[src/rtl/pwm_pkg.sv]
// Shared types and default parameters for the multi-channel servo PWM block.
// No logic, so no latency; no flow control of its own.
// Backpressure: none.
package pwm_pkg;

  localparam int CNT_W_DEF    = 16;
  localparam int DUTY_RST_DEF = 1500;
  localparam int MIN_US_DEF   = 500;
  localparam int MAX_US_DEF   = 2500;

  typedef enum logic {
    IDLE = 1'b0,
    RUN  = 1'b1
  } pwm_state_t;

endpackage

[src/rtl/pwm_tick_gen.sv]
// Microsecond prescaler: one-clk tick every CLK_DIV clks while run is high.
// Latency: first tick CLK_DIV clks after run rises; combinational from the count.
// Backpressure: none; the count is held at 0 whenever run is low.
module pwm_tick_gen #(
  parameter int CLK_DIV = 100
) (
  input  logic clk,
  input  logic reset_n,
  input  logic run,
  output logic tick
);

  localparam int               PRE_W   = (CLK_DIV > 1) ? $clog2(CLK_DIV) : 1;
  localparam logic [PRE_W-1:0] PRE_MAX = PRE_W'(CLK_DIV - 1);
  localparam logic [PRE_W-1:0] PRE_ONE = PRE_W'(1);

  logic [PRE_W-1:0] pre;

  always_ff @(posedge clk or negedge reset_n) begin
    if (!reset_n) begin
      pre <= '0;
    end else if (!run || pre == PRE_MAX) begin
      pre <= '0;
    end else begin
      pre <= pre + PRE_ONE;
    end
  end

  assign tick = run && (pre == PRE_MAX);

endmodule

[src/rtl/pwm_servo_multi.sv]
// N-channel servo PWM with shared us timebase and double-buffered duties; PWM_CLAMP_EN clamps writes.
// Latency: pwm_out is registered, one clk after the count/duty it reflects.
// Backpressure: none; writes always accepted, out-of-range channel writes are dropped.
module pwm_servo_multi
  import pwm_pkg::*;
#(
  parameter int  N_CH     = 4,
  parameter int  CLK_DIV  = 100,
  parameter int  CNT_W    = CNT_W_DEF,
  parameter int  DUTY_RST = DUTY_RST_DEF,
  parameter int  MIN_US   = MIN_US_DEF,
  parameter int  MAX_US   = MAX_US_DEF,
  localparam int CH_W     = (N_CH > 1) ? $clog2(N_CH) : 1
) (
  input  logic             clk,
  input  logic             reset_n,
  input  logic             enable,
  input  logic [CNT_W-1:0] period,
  input  logic             wr_en,
  input  logic [CH_W-1:0]  wr_ch,
  input  logic [CNT_W-1:0] wr_duty,
  output logic [N_CH-1:0]  pwm_out,
  output logic             frame_start,
  output logic             running
);

`ifdef PWM_CLAMP_EN
  localparam bit CLAMP_EN = 1'b1;
`else
  localparam bit CLAMP_EN = 1'b0;
`endif

  localparam logic [CNT_W-1:0] DUTY_INIT = CNT_W'(DUTY_RST);
  localparam logic [CNT_W-1:0] CNT_ONE   = CNT_W'(1);
  localparam logic [CNT_W-1:0] LO_US     = CNT_W'(MIN_US);
  localparam logic [CNT_W-1:0] HI_US     = CNT_W'(MAX_US);

  // Zero always means "channel off" and bypasses the clamp.
  function automatic logic [CNT_W-1:0] duty_store(input logic [CNT_W-1:0] d);
    if (!CLAMP_EN || d == '0) return d;
    if (d < LO_US) return LO_US;
    if (d > HI_US) return HI_US;
    return d;
  endfunction

  pwm_state_t       state;
  logic [CNT_W-1:0] cnt;
  logic [CNT_W-1:0] period_act;
  logic [CNT_W-1:0] shadow   [N_CH];
  logic [CNT_W-1:0] duty_act [N_CH];
  logic             tick;
  logic             wr_hit;
  logic             frame_end;

  pwm_tick_gen #(.CLK_DIV(CLK_DIV)) u_tick (
    .clk     (clk),
    .reset_n (reset_n),
    .run     (state == RUN),
    .tick    (tick)
  );

  assign wr_hit = wr_en && (int'(wr_ch) < N_CH);

  // A zero period never matches a count, so it reloads on every tick instead.
  assign frame_end = (period_act == '0) || (cnt == period_act - CNT_ONE);

  always_ff @(posedge clk or negedge reset_n) begin
    if (!reset_n) begin
      for (int i = 0; i < N_CH; i++) shadow[i] <= DUTY_INIT;
    end else if (wr_hit) begin
      shadow[wr_ch] <= duty_store(wr_duty);
    end
  end

  always_ff @(posedge clk or negedge reset_n) begin
    if (!reset_n) begin
      state       <= IDLE;
      cnt         <= '0;
      period_act  <= '0;
      pwm_out     <= '0;
      frame_start <= 1'b0;
      running     <= 1'b0;
      for (int i = 0; i < N_CH; i++) duty_act[i] <= DUTY_INIT;
    end else begin
      frame_start <= 1'b0;
      case (state)
        IDLE: begin
          cnt     <= '0;
          pwm_out <= '0;
          running <= 1'b0;
          if (enable) begin
            state       <= RUN;
            running     <= 1'b1;
            frame_start <= 1'b1;
            period_act  <= period;
            for (int i = 0; i < N_CH; i++) duty_act[i] <= shadow[i];
          end
        end
        RUN: begin
          if (!enable) begin
            state   <= IDLE;
            running <= 1'b0;
            cnt     <= '0;
            pwm_out <= '0;
          end else begin
            for (int i = 0; i < N_CH; i++)
              pwm_out[i] <= (period_act != '0) && (cnt < duty_act[i]);
            if (tick) begin
              if (frame_end) begin
                cnt         <= '0;
                period_act  <= period;
                // Idle reloads while the period stays zero are not real frames.
                frame_start <= (period_act != '0) || (period != '0);
                for (int i = 0; i < N_CH; i++) duty_act[i] <= shadow[i];
              end else begin
                cnt <= cnt + CNT_ONE;
              end
            end
          end
        end
        default: state <= IDLE;
      endcase
    end
  end

endmodule

[config.mk]
export PLATFORM = sky130hd
export DESIGN_NAME = pwm_servo_multi
export DESIGN_NICKNAME = d
export VERILOG_FILES = /design/src/rtl/pwm_pkg.sv /design/src/rtl/pwm_tick_gen.sv /design/src/rtl/pwm_servo_multi.sv
export SDC_FILE = /design/constraint.sdc
export NUM_CORES = 1
export LEC_CHECK = 0
export ABC_AREA = 1
export BUFFER_PORTS_ARGS = -buffer_cell sky130_fd_sc_hd__buf_2
export CAP_MARGIN = 20
export CORE_MARGIN = 3
export CORE_UTILIZATION = 55
export CTS_CLUSTER_DIAMETER = 60
export DETAILED_ROUTE_END_ITERATION = 10
export PLACE_DENSITY = 0.73
export SYNTH_ARGS = -nofsm -noshare
export SYNTH_HDL_FRONTEND = slang
export SYNTH_SLANG_ARGS = --single-unit
[constraint.sdc]
create_clock -name clk -period 2.15 [get_ports clk]
set_input_delay 0.215 -clock clk [delete_from_list [all_inputs] [get_ports clk]]
set_output_delay 0.215 -clock clk [all_outputs]
set_load 0.02 [all_outputs]
==> results.txt <==
----------------------------------------------------
[Detailed routing]
  Antenna violation net count after detailed routing ... 0
  Routed wire per std cell ... 16.26 um
  Post-DR vias/cell ... 5.364
  Vias after detailed routing ... 7670
  Uppermost layer routed ... met4
  Number of design rule violations left after detail routing ... 0
  Pre-Repair DR Iteration Count ... 5
  Amount of wire on met3 after detailed routing ... 1327 um
  Routed length on met1 ... 10380 um
  Initial DRC count ... 610
  Detailed Route WL ... 23250 um
  Amount of wire on met2 after detailed routing ... 11100 um

[Power]
  Power consumption ... 8.770 mW
  Leakage power ... 5.604 nW
  Power per cell area ... 797.5 nW/um^2
  IR Drop Worst-Case VDD ... 0.6536 mV

[STA]
  Final count of hold timing violations ... 0
  Final Skew ... 0.01254 ns
  Setup slack after layout ... -0.05087 ns
  RSZ-0062 raised after global routing ... true
  Worst-Margin Slew ... 0.5675 ns
  Post-layout minimum cycle time ... 2.201 ns
  Final setup violating endpoints ... 59
  Worst max-slew margin expressed relative to the limit ... 62.17%
  Final Slew Violations ... 0
  Share of the clock period used by the worst path ... 102.4%
  Fmax ... 454.4 MHz

[Synthesis]
  Syn_nets ... 1218
  Post-synthesis share of cell area spent on full adders, half adders and majority gates ... 8.692%
  Synth warnings ... 0
  Simple-gate share of the synthesized area ... 24.62%
  Share of the synthesized netlist area taken by xor and xnor gates ... 2.282%
  Combinational family with the most area after synthesis ... simple AND/OR/NAND/NOR gates
  Count of different cell masters after synthesis ... 39
  Proportion of synthesized area in mux cells ... 0%
  Post-synthesis cell area ... 9213 sq um
  Fraction of the mapped netlist area in compound gates ... 8.624%
  Mapped Cells ... 1116
  Share of synthesized area occupied by flip-flops and latches ... 48.02%
  Flip-flop and latch count after synthesis ... 174
  Synthesized area divided by synthesized cell count ... 8.255 sq um

[Layout]
  Non-Filler Cell Area, Final ... 11000 sq um
  Area added between synthesis and finish ... 19.37%
  Post-route core utilization ... 68.24%
  Most frequent standard cell in the layout excluding fill and tap cells ... nand2_1
  Ant diodes ... 0
  Layout cell share with drive strength beyond 1 ... 21.33%
  Total number of nets in the final design ... 1303
  Commonest cells after routing, fill and taps aside ... 289 x nand2_1, 126 x inv_1, 114 x dfrtp_1

[Placed design]
  Port Buf Inserts ... 43
  Hpwl dp ... 15510 um
  Placement-stage worst setup slack ... -0.08650 ns
  GPL Wtd Cong ... 0.9528
  Cell area reported after detailed placement ... 9915 sq um

[GRT]
  Total global-route track usage ... 26.03%
  First-pass GRT wire length ... 37610 um
  Remaining Overflow, GRT ... 0
  Via count of the first global-routing pass ... 7599
  Number of antenna violations at the first check in global routing ... 0
  Pin count of the biggest net entering global routing ... 57

[CTS]
  Root buffer cell ... clkbuf_16
  Clock-pin transition on the worst setup and hold timing paths ... 0.06 ns
  Clock tree from TritonCTS ... built
  Maximum clock insertion buffer count ... 2
  Number of sinks driven by the clock tree ... 174
  Level count of the clock H-tree ... 4
  Skew-Pair Late Insertion Delay ... 0.43 ns
  TritonCTS buffer count ... 17

[Setup path]
  CP required ... 2.52 ns
  Worst Setup Start Kind ... flip-flop
  Type of destination of the critical path ... flip-flop
  Biggest fanout along the worst timing path ... 7
  Critical path class ... flip-flop to flip-flop
  Data arrival, critical path ... 2.57 ns

[Outcome]
  Violations in the final reports ... negative setup slack
  Run status ... finished with violations

[Floorplanning]
  X dimension of the die ... 135.4 um
  DIE HEIGHT ... 135.4 um
  Core Footprint ... 16120 sq um
  Std cell rows ... 46
  I/O pin count ... 44
  Full die area ... 18340 sq um
  Effective utilization at floorplan ... 57.17%

[Flow run]
  Max-cap violations ... 0

[Min path]
  Hold/Removal Path Class ... primary input to flip-flop

----------------------------------------------------
## kinds of logic after synthesis
group / after synthesis
compound gates: 148
buf+inv: 170
xor+xnor: 24
flops: 174
fa+ha+maj: 64
simple gates: 536
## worst paths after layout
check | start | end | slack (ns) | cells past startpoint
worst max-delay path | period_act[2] | duty_act[26] | -0.05 | 16
worst min-delay path | period[11] | period_act[11] | 0.02 | 3
worst max register to register | period_act[2] | duty_act[26] | -0.05 | 16
worst min register to register | shadow[4] | duty_act[4] | 0.45 | 2
max in group asynchronous | reset_n | duty_act[52] | 1.08 | 3
min in group asynchronous | reset_n | period_act[7] | 0.32 | 2
## where the power goes
group / leakage, nW / internal [mW] / switching, mW
Sequential: 2.10 / 3.87 / 0.332
Combinational: 3.22 / 0.640 / 0.898
Clock: 0.288 / 1.68 / 1.35
## final cells by class
class	instances	area (sq um)
clock buffer	19	452.9
clock inverter	13	125.1
fill	1296	5119
inverter	129	484.2
multi-input combinational	773	4324
sequential	174	4429
tap	216	270.3
timing repair buffer	106	910.9
## through the flow
step,instances,hold WS [ns],setup TNS (ns)
3_3_place_gp,1381,0.2197,-2.158
5_1_grt,1430,0.01836,-17.62
2_1_floorplan,1116,-0.08059,0
4_1_cts,1423,0.002483,-0.4740
6_report,1430,0.01712,-0.9834
3_5_place_dp,1381,0.2220,-4.379
## synthesized netlist by cell type, drive strengths merged
master | n | area [sq um]
nand2 | 333 | 1271
inv | 129 | 484.2
dfrtp | 118 | 2953
nand3 | 113 | 565.5
o21ai | 91 | 455.4
ha | 64 | 800.8
nor2 | 57 | 234.0
dfstp | 56 | 1471
a21oi | 35 | 175.2
buf | 22 | 157.7
clkbuf | 19 | 72.56
nor3 | 18 | 95.09
xor2 | 16 | 140.1
o211ai | 9 | 67.56
xnor2 | 8 | 70.07
a211oi | 4 | 30.03
a21boi | 4 | 30.03
nor4 | 4 | 25.02
nand3b | 3 | 22.52
nand4 | 2 | 12.51
nor3b | 2 | 15.01
o21bai | 2 | 15.01
or2 | 2 | 12.51
a31oi | 1 | 6.260
and3 | 1 | 6.260
and3b | 1 | 8.760
o21a | 1 | 7.510
o31ai | 1 | 7.510
## critical path, cell delays in order, from the launching register on
cell,delay [ns]
dfrtp_1,0.45
nor2_4,0.17
nand2_4,0.09
nor2_4,0.18
nand2_1,0.07
nand2_1,0.06
nand2_1,0.05
nor2_1,0.10
nand2_1,0.06
nor2_1,0.09
nand3_1,0.10
nand2_2,0.13
nand2_8,0.11
nand2_8,0.17
clkbuf_16,0.20
nand2_1,0.06
nand2_1,0.06
## layer usage
layer	vias up	GRT usage, %
li1	3770	-
met1	3650	34.98
met2	209	42.64
met3	41	5.758
met4	0	7.783
met5	-	0
## registers in the layout, indices dropped and copies added (netlist names)
name,flops
pwm_out,4
shadow,64
u_tick.pre,7
frame_start,1
state,1
duty_act,64
period_act,16
running,1
cnt,16
## what timing repair did
item	in CTS	in global routing
resized for setup	22	58
gates cloned	2	6
pin swaps	3	3
hold buffers	6	0
setup endpoints to repair	88	98
buffers inserted	2	2
endpoints found under the hold margin	58	0
(Power assumes the default switching activity.)
